$ cat config.mk
export PLATFORM = sky130hd
export DESIGN_NAME = cpu_mem_sequencer_flat
export DESIGN_NICKNAME = d
export VERILOG_FILES = /design/src/rtl/cpu_mem_sequencer_if.sv /design/src/rtl/cpu_mem_sequencer.sv /design/src/flat_wrapper.sv
export SDC_FILE = /design/constraint.sdc
export NUM_CORES = 1
export LEC_CHECK = 0
export CAP_MARGIN = 25
export CORE_MARGIN = 5
export CORE_UTILIZATION = 42
export DETAILED_ROUTE_END_ITERATION = 12
export HOLD_SLACK_MARGIN = 0.12
export PLACE_DENSITY = 0.88
export SKIP_CTS_REPAIR_TIMING = 1
export SLEW_MARGIN = 20
export SYNTH_ARGS = -nofsm -noshare
export SYNTH_HDL_FRONTEND = slang
export SYNTH_SLANG_ARGS = --single-unit
$ cat constraint.sdc
create_clock -name clk -period 4.1 [get_ports clk]
set_input_delay 0.41 -clock clk [delete_from_list [all_inputs] [get_ports clk]]
set_output_delay 0.41 -clock clk [all_outputs]
set_load 0.005 [all_outputs]
$ cat src/rtl/cpu_mem_sequencer_if.sv
// Shared single-port memory bus between the sequencer (master) and memory (slave).
// Requests are held until a one-cycle ack; ack may come in the same cycle as req.
interface cpu_mem_sequencer_if;
    logic        mem_req;
    logic [31:0] mem_addr;
    logic [3:0]  mem_we;
    logic [31:0] mem_wdata;
    logic [31:0] mem_rdata;
    logic        mem_ack;

    modport master (
        output mem_req,
        output mem_addr,
        output mem_we,
        output mem_wdata,
        input  mem_rdata,
        input  mem_ack
    );

    modport slave (
        input  mem_req,
        input  mem_addr,
        input  mem_we,
        input  mem_wdata,
        output mem_rdata,
        output mem_ack
    );
endinterface

$ cat src/rtl/cpu_mem_sequencer.sv
// Serializes one data access and one instruction fetch per CPU step onto a single
// memory port, stalling the core via NOP, with a watchdog that aborts unacked accesses.
module cpu_mem_sequencer #(
    parameter int unsigned TIMEOUT  = 255,
    parameter int unsigned CNT_W    = 8,
    parameter logic [31:0] NOP_INSN = 32'h0000_0013
) (
    input  logic        clk,
    input  logic        resetn,
    input  logic [31:0] pc,
    input  logic        I_Read,
    output logic [31:0] ins,
    input  logic [31:0] D_Addr,
    input  logic [31:0] D_WriteData,
    input  logic [3:0]  D_Write,
    input  logic        D_Read,
    output logic [31:0] D_ReadData,
    output logic        NOP,
    output logic        bus_err,
    cpu_mem_sequencer_if.master mem
);

    typedef enum logic [1:0] {
        IDLE = 2'd0,
        DREQ = 2'd1,
        IREQ = 2'd2,
        DONE = 2'd3
    } state_t;

    state_t             state_q, state_d;
    logic [CNT_W-1:0]   cnt_q, cnt_d;
    logic [31:0]        ins_q, ins_d;
    logic [31:0]        drd_q, drd_d;
    logic               err_q, err_d;

    logic               req;
    logic [31:0]        addr;
    logic [3:0]         we;
    logic [31:0]        wdata;
    logic               has_data;
    logic               is_store;
    logic               expired;
    logic               acc_end;

    always_comb begin
        state_d  = state_q;
        cnt_d    = cnt_q;
        ins_d    = ins_q;
        drd_d    = drd_q;
        err_d    = err_q;
        req      = 1'b0;
        addr     = '0;
        we       = '0;
        wdata    = '0;
        has_data = D_Read || (D_Write != 4'b0000);
        is_store = (D_Write != 4'b0000);
        // An ack in the final watchdog cycle takes priority over the abort.
        expired  = (cnt_q == CNT_W'(TIMEOUT - 1)) && !mem.mem_ack;
        acc_end  = mem.mem_ack || expired;

        unique case (state_q)
            IDLE: begin
                cnt_d = '0;
                if (has_data) begin
                    state_d = DREQ;
                end else if (I_Read) begin
                    state_d = IREQ;
                end else begin
                    state_d = DONE;
                end
            end

            DREQ: begin
                req   = 1'b1;
                addr  = D_Addr;
                we    = D_Write;
                wdata = D_WriteData;
                if (mem.mem_ack) begin
                    if (!is_store) begin
                        drd_d = mem.mem_rdata;
                    end
                end else if (expired) begin
                    err_d = 1'b1;
                    if (!is_store) begin
                        drd_d = '0;
                    end
                end
                if (acc_end) begin
                    cnt_d   = '0;
                    state_d = I_Read ? IREQ : DONE;
                end else begin
                    cnt_d = cnt_q + 1'b1;
                end
            end

            IREQ: begin
                req  = 1'b1;
                addr = pc;
                if (mem.mem_ack) begin
                    ins_d = mem.mem_rdata;
                end else if (expired) begin
                    err_d = 1'b1;
                    ins_d = NOP_INSN;
                end
                if (acc_end) begin
                    cnt_d   = '0;
                    state_d = DONE;
                end else begin
                    cnt_d = cnt_q + 1'b1;
                end
            end

            DONE: begin
                state_d = IDLE;
            end
        endcase
    end

    always_ff @(posedge clk or negedge resetn) begin
        if (!resetn) begin
            state_q <= IDLE;
            cnt_q   <= '0;
            ins_q   <= NOP_INSN;
            drd_q   <= '0;
            err_q   <= 1'b0;
        end else begin
            state_q <= state_d;
            cnt_q   <= cnt_d;
            ins_q   <= ins_d;
            drd_q   <= drd_d;
            err_q   <= err_d;
        end
    end

    // Bus outputs decode from the registered state so reset drops mem_req at once.
    assign mem.mem_req   = req;
    assign mem.mem_addr  = addr;
    assign mem.mem_we    = we;
    assign mem.mem_wdata = wdata;

    assign NOP        = (state_q != DONE);
    assign ins        = ins_q;
    assign D_ReadData = drd_q;
    assign bus_err    = err_q;

endmodule

$ cat src/flat_wrapper.sv
// flat-port wrapper written by rule: the top's interface ports become plain ports
module cpu_mem_sequencer_flat 
#(
    parameter int unsigned TIMEOUT  = 255,
    parameter int unsigned CNT_W    = 8,
    parameter logic [31:0] NOP_INSN = 32'h0000_0013
)
  (clk, resetn, pc, I_Read, ins, D_Addr, D_WriteData, D_Write, D_Read, D_ReadData, NOP, bus_err, mem_mem_req, mem_mem_addr, mem_mem_we, mem_mem_wdata, mem_mem_rdata, mem_mem_ack);
  cpu_mem_sequencer_if mem_i ();
  input  logic clk;
  input  logic resetn;
  input  logic [31:0] pc;
  input  logic I_Read;
  output logic [31:0] ins;
  input  logic [31:0] D_Addr;
  input  logic [31:0] D_WriteData;
  input  logic [3:0] D_Write;
  input  logic D_Read;
  output logic [31:0] D_ReadData;
  output logic NOP;
  output logic bus_err;
  output wire logic [$bits(mem_i.mem_req)-1:0] mem_mem_req;
  output wire logic [$bits(mem_i.mem_addr)-1:0] mem_mem_addr;
  output wire logic [$bits(mem_i.mem_we)-1:0] mem_mem_we;
  output wire logic [$bits(mem_i.mem_wdata)-1:0] mem_mem_wdata;
  input wire logic [$bits(mem_i.mem_rdata)-1:0] mem_mem_rdata;
  input wire logic [$bits(mem_i.mem_ack)-1:0] mem_mem_ack;
  assign mem_mem_req = mem_i.mem_req;
  assign mem_mem_addr = mem_i.mem_addr;
  assign mem_mem_we = mem_i.mem_we;
  assign mem_mem_wdata = mem_i.mem_wdata;
  assign mem_i.mem_rdata = mem_mem_rdata;
  assign mem_i.mem_ack = mem_mem_ack;
  cpu_mem_sequencer #(.TIMEOUT(TIMEOUT), .CNT_W(CNT_W), .NOP_INSN(NOP_INSN)) u_core (.clk(clk), .resetn(resetn), .pc(pc), .I_Read(I_Read), .ins(ins), .D_Addr(D_Addr), .D_WriteData(D_WriteData), .D_Write(D_Write), .D_Read(D_Read), .D_ReadData(D_ReadData), .NOP(NOP), .bus_err(bus_err), .mem(mem_i));
endmodule
==> impl_results.md, run 1 <==
* Outcome: finished, final reports clean
* Place WS at 1.300 ns
* CTS buffer count at 9
* DRC at 0
* Worst skew pair latency at 0.35 ns
* Static Leakage at 2.655 nW
* Total clock sinks at 75
* CP Launch Type: flop
* PwrDens at 553.9 nW/µm²
* Routed length per instance at 21.74 µm
* Htree depth at 3
* CP cell instances: inv_1, ha_2, a22oi_1, nor2b_1, clkdlybuf4s50_1
* Net switching power at 1.652 mW
* Seq pwr share at 26.3%
* Final hold viol count at 0
* Comb power frac at 60.7%
* Core Region at 10890 µm²
* Internal at 2.594 mW
* First-pass GRT wire length at 29760 µm
* Final max-slew violation count at 0
* CTS tree: built
* Synth unique cells at 40
* Worst r2r path cells at 5
* Initial DRC Count at 477
* Area growth syn-to-layout at 62.97%
* Synth Instances at 546
* Share of layout cells above drive strength 1 at 4.968%
* Synth Flop Type: dfrtp_1
* Syn Area/Cell at 8.614 µm²
* R2R Path End: u_core.ins[7]$_DFFE_PN0P_
* Worst Max-Slew Pin Slew at 1.088 ns
* Worst EP required at 3.69 ns
* Post-synthesis async set-or-reset flop share at 100.0%
* VDD IR max at 0.3753 mV
* Final critical-path share of the clock period at 77.09%
* Clock Power Share at 13.0%
* Ys Warns at 0
* FP Rows at 38
* #FFs+latches synth at 75
* Hold_ws at 0.5025 ns
* Critical path endpoint: mem_mem_addr[6]
* Post-Route WL at 20130 µm
* Hold Path Class: input pin to async pin
* Final HPWL DP at 14430 µm
* R2R setup slack at 1.40 ns
* Largest net degree at the start of global routing at 77
* CP peak stage delay at 0.78 ns
* Min Tclk post-route at 3.161 ns
* Routed Antenna Nets at 0
* Synthesized area at 4703 µm²
* GP Congestion at 0.8960
* EDFF count, synth at 0
* Most frequent cells in the layout: clkdlybuf4s50_1, dfrtp_1, nor2b_1, o211ai_1, and2_1
* Register area share after synthesis at 39.98%
* Via density at 5.935
* Vias in the first global route at 5374
* Final core occ at 70.40%
* Max stage delay cell, worst path: ha_2
* Fin worst setup slack at 0.9394 ns
* Initial antenna violation count at 1
* CP max FO at 45
* Commonest non-fill, non-tap cell in the layout: clkdlybuf4s50_1
* Max-Cap Viols at 0
* DR vias at 5496
* RSZ-0062 raised after global routing: false
* Worst Skew at 0.01237 ns
* Sw Share at 38.90%
* Initial Util at 43.20%
* Die area at 13410 µm²
* Synthesized net count at 689
* Clock slew at reported path FFs at 0.09 ns
* Critical path startpoint: u_core.state_q[0]$_DFFE_PN0P_
* Reg2reg start: u_core.state_q[0]$_DFFE_PN0P_
* Crit end category: primary output
* GR Overflow Total at 0
* PortBufs at 271
* Drt first pass iters at 5
* Clk buf depth at 2
* NumNets Final at 923
* Die Y at 115.8 µm
* Achievable Freq at 316.4 MHz
* CP Class: flop to primary output
* Setup TNS Final at 0 ns
* Die width at 115.8 µm
* Final setup vio count at 0
* Clock root cell: clkbuf_8
* Num ports at 272
* Slew HR at 27.46%
* All-Layer GR Usage at 28.51%
* CP arrival at 2.75 ns
## per-layer routing
layer / track usage (%) / up-vias / part of all wire (%)
met5: 0 / - / 0
met4: 9.822 / 0 / 2.8
met3: 6.214 / 43 / 8.9
met2: 47.49 / 331 / 49
met1: 36.79 / 2648 / 39
li1: - / 2474 / -
## cell type report
| cell class | instances | area (µm²) |
|---|---|---|
| fill | 815 | 3223 |
| timing repair buffer | 281 | 2840 |
| multi-input combinational | 406 | 2556 |
| sequential | 75 | 1881 |
| tap | 140 | 175.2 |
| clock buffer | 9 | 123.9 |
| clock inverter | 7 | 60.06 |
| inverter | 7 | 26.28 |
| antenna | 1 | 2.502 |
## per-stage QoR
stage / total power, mW / cells / cell area, µm²
after floorplan: 2.286 / 546 / 4703
after global placement: 3.556 / 905 / 7393
after detailed placement: 3.655 / 905 / 7393
after CTS: 4.206 / 921 / 7577
after global routing: 4.516 / 926 / 7665
final: 4.246 / 926 / 7665
## flip-flops by register name, summed over array words and instances, names as in the netlist
signal,flops
u_core.D_ReadData,32
u_core.bus_err,1
u_core.cnt_q,8
u_core.ins,32
u_core.state_q,2
## cell usage after synthesis (2+ instances only)
| library cell | n | area (µm²) |
|---|---|---|
| a211oi_1 | 3 | 22.52 |
| a21oi_1 | 31 | 155.2 |
| a22oi_1 | 35 | 262.8 |
| and2_1 | 36 | 225.2 |
| buf_1 | 8 | 30.03 |
| buf_2 | 12 | 60.06 |
| buf_6 | 3 | 33.78 |
| clkbuf_1 | 35 | 131.4 |
| dfrtp_1 | 72 | 1802 |
| dfstp_2 | 3 | 78.83 |
| ha_1 | 6 | 75.07 |
| inv_1 | 6 | 22.52 |
| mux2i_1 | 3 | 30.03 |
| nand2_1 | 35 | 131.4 |
| nand3_1 | 33 | 165.2 |
| nand3b_1 | 2 | 15.01 |
| nand4_1 | 33 | 206.5 |
| nand4b_1 | 2 | 17.52 |
| nor2_1 | 5 | 18.77 |
| nor2b_1 | 63 | 394.1 |
| o211ai_1 | 61 | 457.9 |
| o21ai_0 | 7 | 35.03 |
| o21ai_1 | 29 | 145.1 |
| o21ai_2 | 2 | 17.52 |
| o22ai_1 | 3 | 18.77 |
| or3_1 | 3 | 18.77 |
| xor2_1 | 2 | 17.52 |
## power groups by stage
stage	registers, mW	logic, mW	clock network (mW)
final	1.12	2.58	0.551
after detailed placement	1.12	2.54	0
after floorplan	1.09	1.20	0
after CTS	1.11	2.55	0.548
after global placement	1.11	2.45	0
after global routing	1.14	2.79	0.586
## worst min path at each step
stage	cells after the start	to	slack [ns]
after floorplan	0	u_core.D_ReadData[0]$_DFFE_PN0P_	0.11
after global placement	1	u_core.bus_err$_DFFE_PN0P_	0.46
after detailed placement	1	u_core.bus_err$_DFFE_PN0P_	0.48
after CTS	1	u_core.ins[26]$_DFFE_PN0P_	0.23
after global routing	2	u_core.D_ReadData[30]$_DFFE_PN0P_	0.51
final	2	u_core.D_ReadData[30]$_DFFE_PN0P_	0.50
## logic make-up after synthesis
kind of cell	after synthesis	share of synthesized area, %
buffers and inverters	65	5.986
xor gates and xnor gates	2	0.3725
AOI/OAI and AO/OA	176	24.55
adders and majority gates	6	1.596
DFF	75	39.98
and+or+nand+nor	219	26.87
muxes	3	0.6385
## critical path, delay by kind of cell, from the launching register on
kind	cells	cell delay, ns
compound gates	1	0.35
fa+ha+maj	1	0.78
buf+inv	2	0.64
flops	1	0.43
simple gates	1	0.18
No activity file was read; power rests on OpenSTA's default activity.
==> run 2: changes to the inputs <==
--- a/config.mk
+++ b/config.mk
@@ -7,10 +7,10 @@
 export LEC_CHECK = 0
 export CAP_MARGIN = 25
 export CORE_MARGIN = 5
-export CORE_UTILIZATION = 42
+export CORE_UTILIZATION = 39
 export DETAILED_ROUTE_END_ITERATION = 12
 export HOLD_SLACK_MARGIN = 0.12
-export PLACE_DENSITY = 0.88
+export PLACE_DENSITY = 0.82
 export SKIP_CTS_REPAIR_TIMING = 1
 export SLEW_MARGIN = 20
 export SYNTH_ARGS = -nofsm -noshare
==> constraint.sdc (replaced) <==
create_clock -name clk -period 3.1 [get_ports clk]
set_input_delay 0.31 -clock clk [delete_from_list [all_inputs] [get_ports clk]]
set_output_delay 0.31 -clock clk [all_outputs]
set_load 0.005 [all_outputs]
==> impl_results.md, run 2 (same netlist as run 1, synthesis figures left out) <==
* Outcome: finished, final reports clean
* PortBufs at 271 (unchanged)
* DRC at 0 (unchanged)
* Core Region at 11910 µm² (+9.4%)
* Final setup vio count at 0 (unchanged)
* Crit end category: primary output
* Die area at 14360 µm² (+7.0%)
* Final hold viol count at 0 (unchanged)
* Hold_ws at 0.3937 ns (-0.1089 ns)
* Static Leakage at 2.762 nW (+4.0%)
* Sw Share at 36.37% (-2.5 points)
* Worst Skew at 0.01316 ns (+0.0007907 ns)
* Most frequent cells in the layout: clkdlybuf4s50_1, dfrtp_1, nor2b_1, o211ai_1, and2_1
* Comb power frac at 56.8% (-3.9 points)
* Drt first pass iters at 8 (+3)
* CTS buffer count at 9 (unchanged)
* CP Class: flop to primary output
* Net switching power at 2.247 mW (+36%)
* Min Tclk post-route at 2.930 ns
* Setup TNS Final at 0 ns (unchanged)
* CTS tree: built
* All-Layer GR Usage at 29.92% (+1.4 points)
* Via density at 6.009 (+1.2%)
* Initial Util at 39.49% (-3.7 points)
* First-pass GRT wire length at 33080 µm (+11%)
* Routed length per instance at 24.08 µm (+11%)
* Vias in the first global route at 5417 (+0.80%)
* Worst skew pair latency at 0.34 ns (about the same)
* Internal at 3.932 mW (+52%)
* CP arrival at 2.62 ns (-0.13 ns)
* VDD IR max at 0.4489 mV (+20%)
* Area growth syn-to-layout at 67.23%
* Clock slew at reported path FFs at 0.07 ns (-0.02 ns)
* Post-Route WL at 22590 µm (+12%)
* Commonest non-fill, non-tap cell in the layout: clkdlybuf4s50_1
* Final max-slew violation count at 0 (unchanged)
* DR vias at 5636 (+2.5%)
* Clock Power Share at 19.7% (+6.7 points)
* NumNets Final at 929 (+0.65%)
* Worst EP required at 2.79 ns (-0.90 ns)
* FP Rows at 40 (+5.3%)
* Fill cell count at 947 (+16%)
* Seq pwr share at 23.5% (-2.8 points)
* RSZ-0062 raised after global routing: false
* Multi-input gate area at 2556 µm² (unchanged)
* Routed Antenna Nets at 0 (unchanged)
* GP Congestion at 1.007 (+12%)
* Hold Path Class: input pin to async pin
* Num ports at 272 (unchanged)
* Clk buf depth at 2 (unchanged)
* Die Y at 119.8 µm (+3.4%)
* Final critical-path share of the clock period at 94.51%
* Max-Cap Viols at 0 (unchanged)
* Share of layout cells above drive strength 1 at 5.570% (+0.60 points)
* CP max FO at 34 (-24%)
* Achievable Freq at 341.3 MHz
* GR Overflow Total at 0 (unchanged)
* Htree depth at 3 (unchanged)
* Total chip power at 6.179 mW (+46%)
* Reg area at 1881 µm² (unchanged)
* Die width at 119.8 µm (+3.4%)
* Total clock sinks at 75 (unchanged)
* PwrDens at 785.6 nW/µm² (+42%)
* Initial antenna violation count at 4 (+3)
* CP Launch Type: flop
* Initial DRC Count at 579 (+21%)
* Worst Max-Slew Pin Slew at 0.7674 ns (-0.3207 ns)
* Largest net degree at the start of global routing at 76 (-1.3%)
* Clock root cell: clkbuf_16
* Final HPWL DP at 16640 µm (+15%)
* Slew HR at 48.84% (+21 points)
## run 2: cell count changes in the layout (fill, tap and decap cells not counted)
cell and change:
buf_12 +1, buf_16 -1, buf_4 +6, bufinv_16 +3, clkbuf_16 +9, clkbuf_8 -9
clkinv_2 +1, clkinvlp_4 -3, inv_6 -1, inv_8 -1
## run 2: power by group through the flow
stage | Sequential (mW) | Combinational, mW | Clock (mW)
final | 1.45 | 3.51 | 1.21
after global routing | 1.49 | 3.77 | 1.27
after CTS | 1.45 | 3.50 | 1.22
after detailed placement | 1.46 | 3.48 | 0
after global placement | 1.43 | 3.38 | 0
after floorplan | 1.44 | 1.59 | 0
## run 2: worst paths after layout
kind	from	to	slack [ns]	cells after the start
setup reg to reg	u_core.state_q[0]$_DFFE_PN0P_	u_core.ins[14]$_DFFE_PN0P_	0.76	7
setup / recovery	u_core.state_q[0]$_DFFE_PN0P_	mem_mem_addr[11]	0.17	5
max in group asynchronous	resetn	u_core.ins[18]$_DFFE_PN0P_	2.12	3
hold reg to reg	u_core.bus_err$_DFFE_PN0P_	u_core.bus_err$_DFFE_PN0P_	0.49	1
min in group clk	u_core.bus_err$_DFFE_PN0P_	u_core.bus_err$_DFFE_PN0P_	0.49	1
hold / removal	resetn	u_core.ins[5]$_DFFE_PN0P_	0.39	2
## run 2: layout make-up
class | instances | area share [%]
timing repair buffer | 287 | 36.59
multi-input combinational | 406 | 32.50
sequential | 75 | 23.91
clock buffer | 9 | 2.864
tap | 147 | 2.339
clock inverter | 6 | 1.432
inverter | 7 | 0.3341
antenna | 1 | 0.03182
## run 2: routing by layer
metal  track usage [%]  up-vias  share of wire, %
met5                 0        -              0.15
met4             8.304        6               2.5
met3             8.907       40               9.8
met2             51.24      329                49
met1             36.64     2774                38
li1                  -     2487                 -
## run 2: critical path: stages, from the launching register on
cell             delay (ns)
dfrtp_1                0.42
inv_1                  0.13
ha_2                   0.70
a22oi_1                0.26
nor2b_1                0.18
clkdlybuf4s50_1        0.59
## run 2: stage by stage
| step | utilization, % | instance area (µm²) | std cells | setup WS (ns) |
|---|---|---|---|---|
| after floorplan | - | 4703 | 546 | 1.395 |
| after global placement | 62.86 | 7487 | 920 | 0.6699 |
| after detailed placement | 62.86 | 7487 | 920 | 0.5500 |
| after CTS | 65.69 | 7825 | 935 | 0.1991 |
| after global routing | 66.03 | 7865 | 938 | 0.1021 |
| final | 66.03 | 7865 | 938 | 0.1702 |
==> run 3: changes to the inputs <==
--- a/config.mk
+++ b/config.mk
@@ -9,6 +9,7 @@
 export CORE_MARGIN = 5
 export CORE_UTILIZATION = 39
 export DETAILED_ROUTE_END_ITERATION = 12
+export GPL_TIMING_DRIVEN = 0
 export HOLD_SLACK_MARGIN = 0.12
 export PLACE_DENSITY = 0.82
 export SKIP_CTS_REPAIR_TIMING = 1
==> impl_results.md, run 3 (same netlist as run 1, synthesis figures left out) <==
* Final critical-path share of the clock period at 97.67% (+3.2 points)
* R2R setup slack at 1.24 ns (+0.48 ns)
* Post-route design area at 7925 µm² (+0.76%)
* CP cell instances: inv_1, ha_1, buf_2, clkbuf_1, a22oi_1, nor2b_1, clkdlybuf4s50_1
* NumNets Final at 973 (+4.7%)
* Achievable Freq at 330.3 MHz (-3.2%)
* CTS tree: built
* Area growth syn-to-layout at 68.50%
* CP peak stage delay at 0.53 ns (-0.17 ns)
* Worst Skew at 0.01147 ns (-0.001687 ns)
* Vias in the first global route at 5607 (+3.5%)
* Reg2reg start: u_core.state_q[1]$_DFFE_PN0P_
* Placed cell areas at 7625 µm² (+1.8%)
* Total chip power at 6.096 mW (-1.3%)
* Clk buf depth at 2 (unchanged)
* GR Overflow Total at 0 (unchanged)
* Hold Path Class: input pin to async pin
* All-Layer GR Usage at 31.41% (+1.5 points)
* Initial Util at 39.49% (unchanged)
* Most frequent cells in the layout: clkdlybuf4s50_1, dfrtp_1, nor2b_1, o211ai_1, and2_1
* ANT cells at 0 (-1)
* Die Y at 119.8 µm (unchanged)
* Drt first pass iters at 5 (-3)
* CP Launch Type: flop
* Die width at 119.8 µm (unchanged)
* Initial antenna violation count at 0 (-4)
* RSZ-0062 raised after global routing: true
* R2R Path End: u_core.D_ReadData[17]$_DFFE_PN0P_
* CTS buffer count at 9 (unchanged)
* Core Region at 11910 µm² (unchanged)
* First-pass GRT wire length at 34620 µm (+4.7%)
* Final hold viol count at 0 (unchanged)
* DR vias at 5775 (+2.5%)
* Num ports at 272 (unchanged)
* CP max FO at 10 (-71%)
* Routed Antenna Nets at 0 (unchanged)
* Max-Cap Viols at 0 (unchanged)
* Outcome: finished, final reports clean
* Initial DRC Count at 638 (+10%)
* PwrDens at 769.2 nW/µm² (-2.1%)
* CP arrival at 2.72 ns (+0.10 ns)
* Worst skew pair latency at 0.34 ns (about the same)
* DRC at 0 (unchanged)
* Largest net degree at the start of global routing at 57 (-25%)
* Final max-slew violation count at 0 (unchanged)
* Clock root cell: clkbuf_16
* VDD IR max at 0.4666 mV (+3.9%)
* Max stage delay cell, worst path: clkdlybuf4s50_1
* Die area at 14360 µm² (unchanged)
* Slew HR at 59.29% (+10 points)
* Share of layout cells above drive strength 1 at 5.629% (+0.059 points)
* Total clock sinks at 75 (unchanged)
* Worst EP required at 2.79 ns (about the same)
* Min Tclk post-route at 3.028 ns (+0.09800 ns)
* Worst r2r path cells at 6 (-1)
* Commonest non-fill, non-tap cell in the layout: clkdlybuf4s50_1
* Worst Max-Slew Pin Slew at 0.6106 ns (-0.1568 ns)
* Final HPWL DP at 18470 µm (+11%)
* Post-Route WL at 23360 µm (+3.4%)
* FP Rows at 40 (unchanged)
* Crit end category: primary output
* Htree depth at 3 (unchanged)
* PortBufs at 271 (unchanged)
* Clock slew at reported path FFs at 0.07 ns (about the same)
* Routed length per instance at 23.79 µm (-1.2%)
* GP Congestion at 0.9842 (-2.3%)
* Static Leakage at 2.793 nW (+1.2%)
* CP Class: flop to primary output
* Final core occ at 66.53% (+0.50 points)
* Via density at 5.881 (-2.1%)
* Final setup vio count at 0 (unchanged)
==> run 3: area by class of cell <==
cell class / instances / area (µm²)
repair buffers: 273 / 2748
multi-input cells: 406 / 2541
plain buffers: 58 / 259.0
clock inverters: 7 / 61.31
clock buffers: 9 / 225.2
well taps: 147 / 183.9
inverters: 7 / 26.28
flip-flops and latches: 75 / 1881
fillers: 984 / 3986
==> run 3: stage by stage <==
step / cells / setup slack, ns / hold slack [ns] / setup TNS [ns]
finish: 982 / 0.07215 / 0.4150 / 0
floorplan: 546 / 1.395 / 0.01441 / 0
CTS: 981 / 0.02407 / -0.1431 / 0
detailed placement: 965 / 0.3754 / 0.2184 / 0
global route: 982 / -0.02285 / 0.4246 / -0.02285
global placement: 964 / -0.8435 / 0.4551 / -60.36
==> run 3: where the power goes <==
part / switching, mW / internal, mW
clock: 0.454 / 0.558
combinational: 1.74 / 1.89
sequential: 0.214 / 1.24
==> run 3: worst max-delay path by stage <==
stage	start	to	slack (ns)
5_1_grt	u_core.state_q[1]$_DFFE_PN0P_	mem_mem_addr[11]	-0.02
3_5_place_dp	u_core.state_q[0]$_DFFE_PN0P_	mem_mem_addr[15]	0.38
3_3_place_gp	resetn	u_core.D_ReadData[21]$_DFFE_PN0P_	-0.84
4_1_cts	u_core.state_q[0]$_DFFE_PN0P_	mem_mem_addr[15]	0.02
6_report	u_core.state_q[1]$_DFFE_PN0P_	mem_mem_addr[11]	0.07
2_1_floorplan	u_core.state_q[0]$_DFFE_PN0P_	mem_mem_addr[0]	1.39
==> run 3: critical path: cells and delay by family, from the launching register on <==
family / cells / cell delay [ns]
flip-flops: 1 / 0.41
adder cells (fa/ha/maj): 1 / 0.21
AO/OA/AOI/OAI: 1 / 0.23
buffers and inverters: 4 / 1.36
AND/OR/NAND/NOR: 1 / 0.17
==> run 3: per-layer routing <==
layer	part of all wire, %	GRT usage [%]	vias up	wire length, µm
met5	0	0	-	0
met1	40	40.26	2821	9462
met2	49	54.13	342	11570
met4	2.2	8.518	0	523
li1	-	-	2578	-
met3	7.8	6.221	34	1812
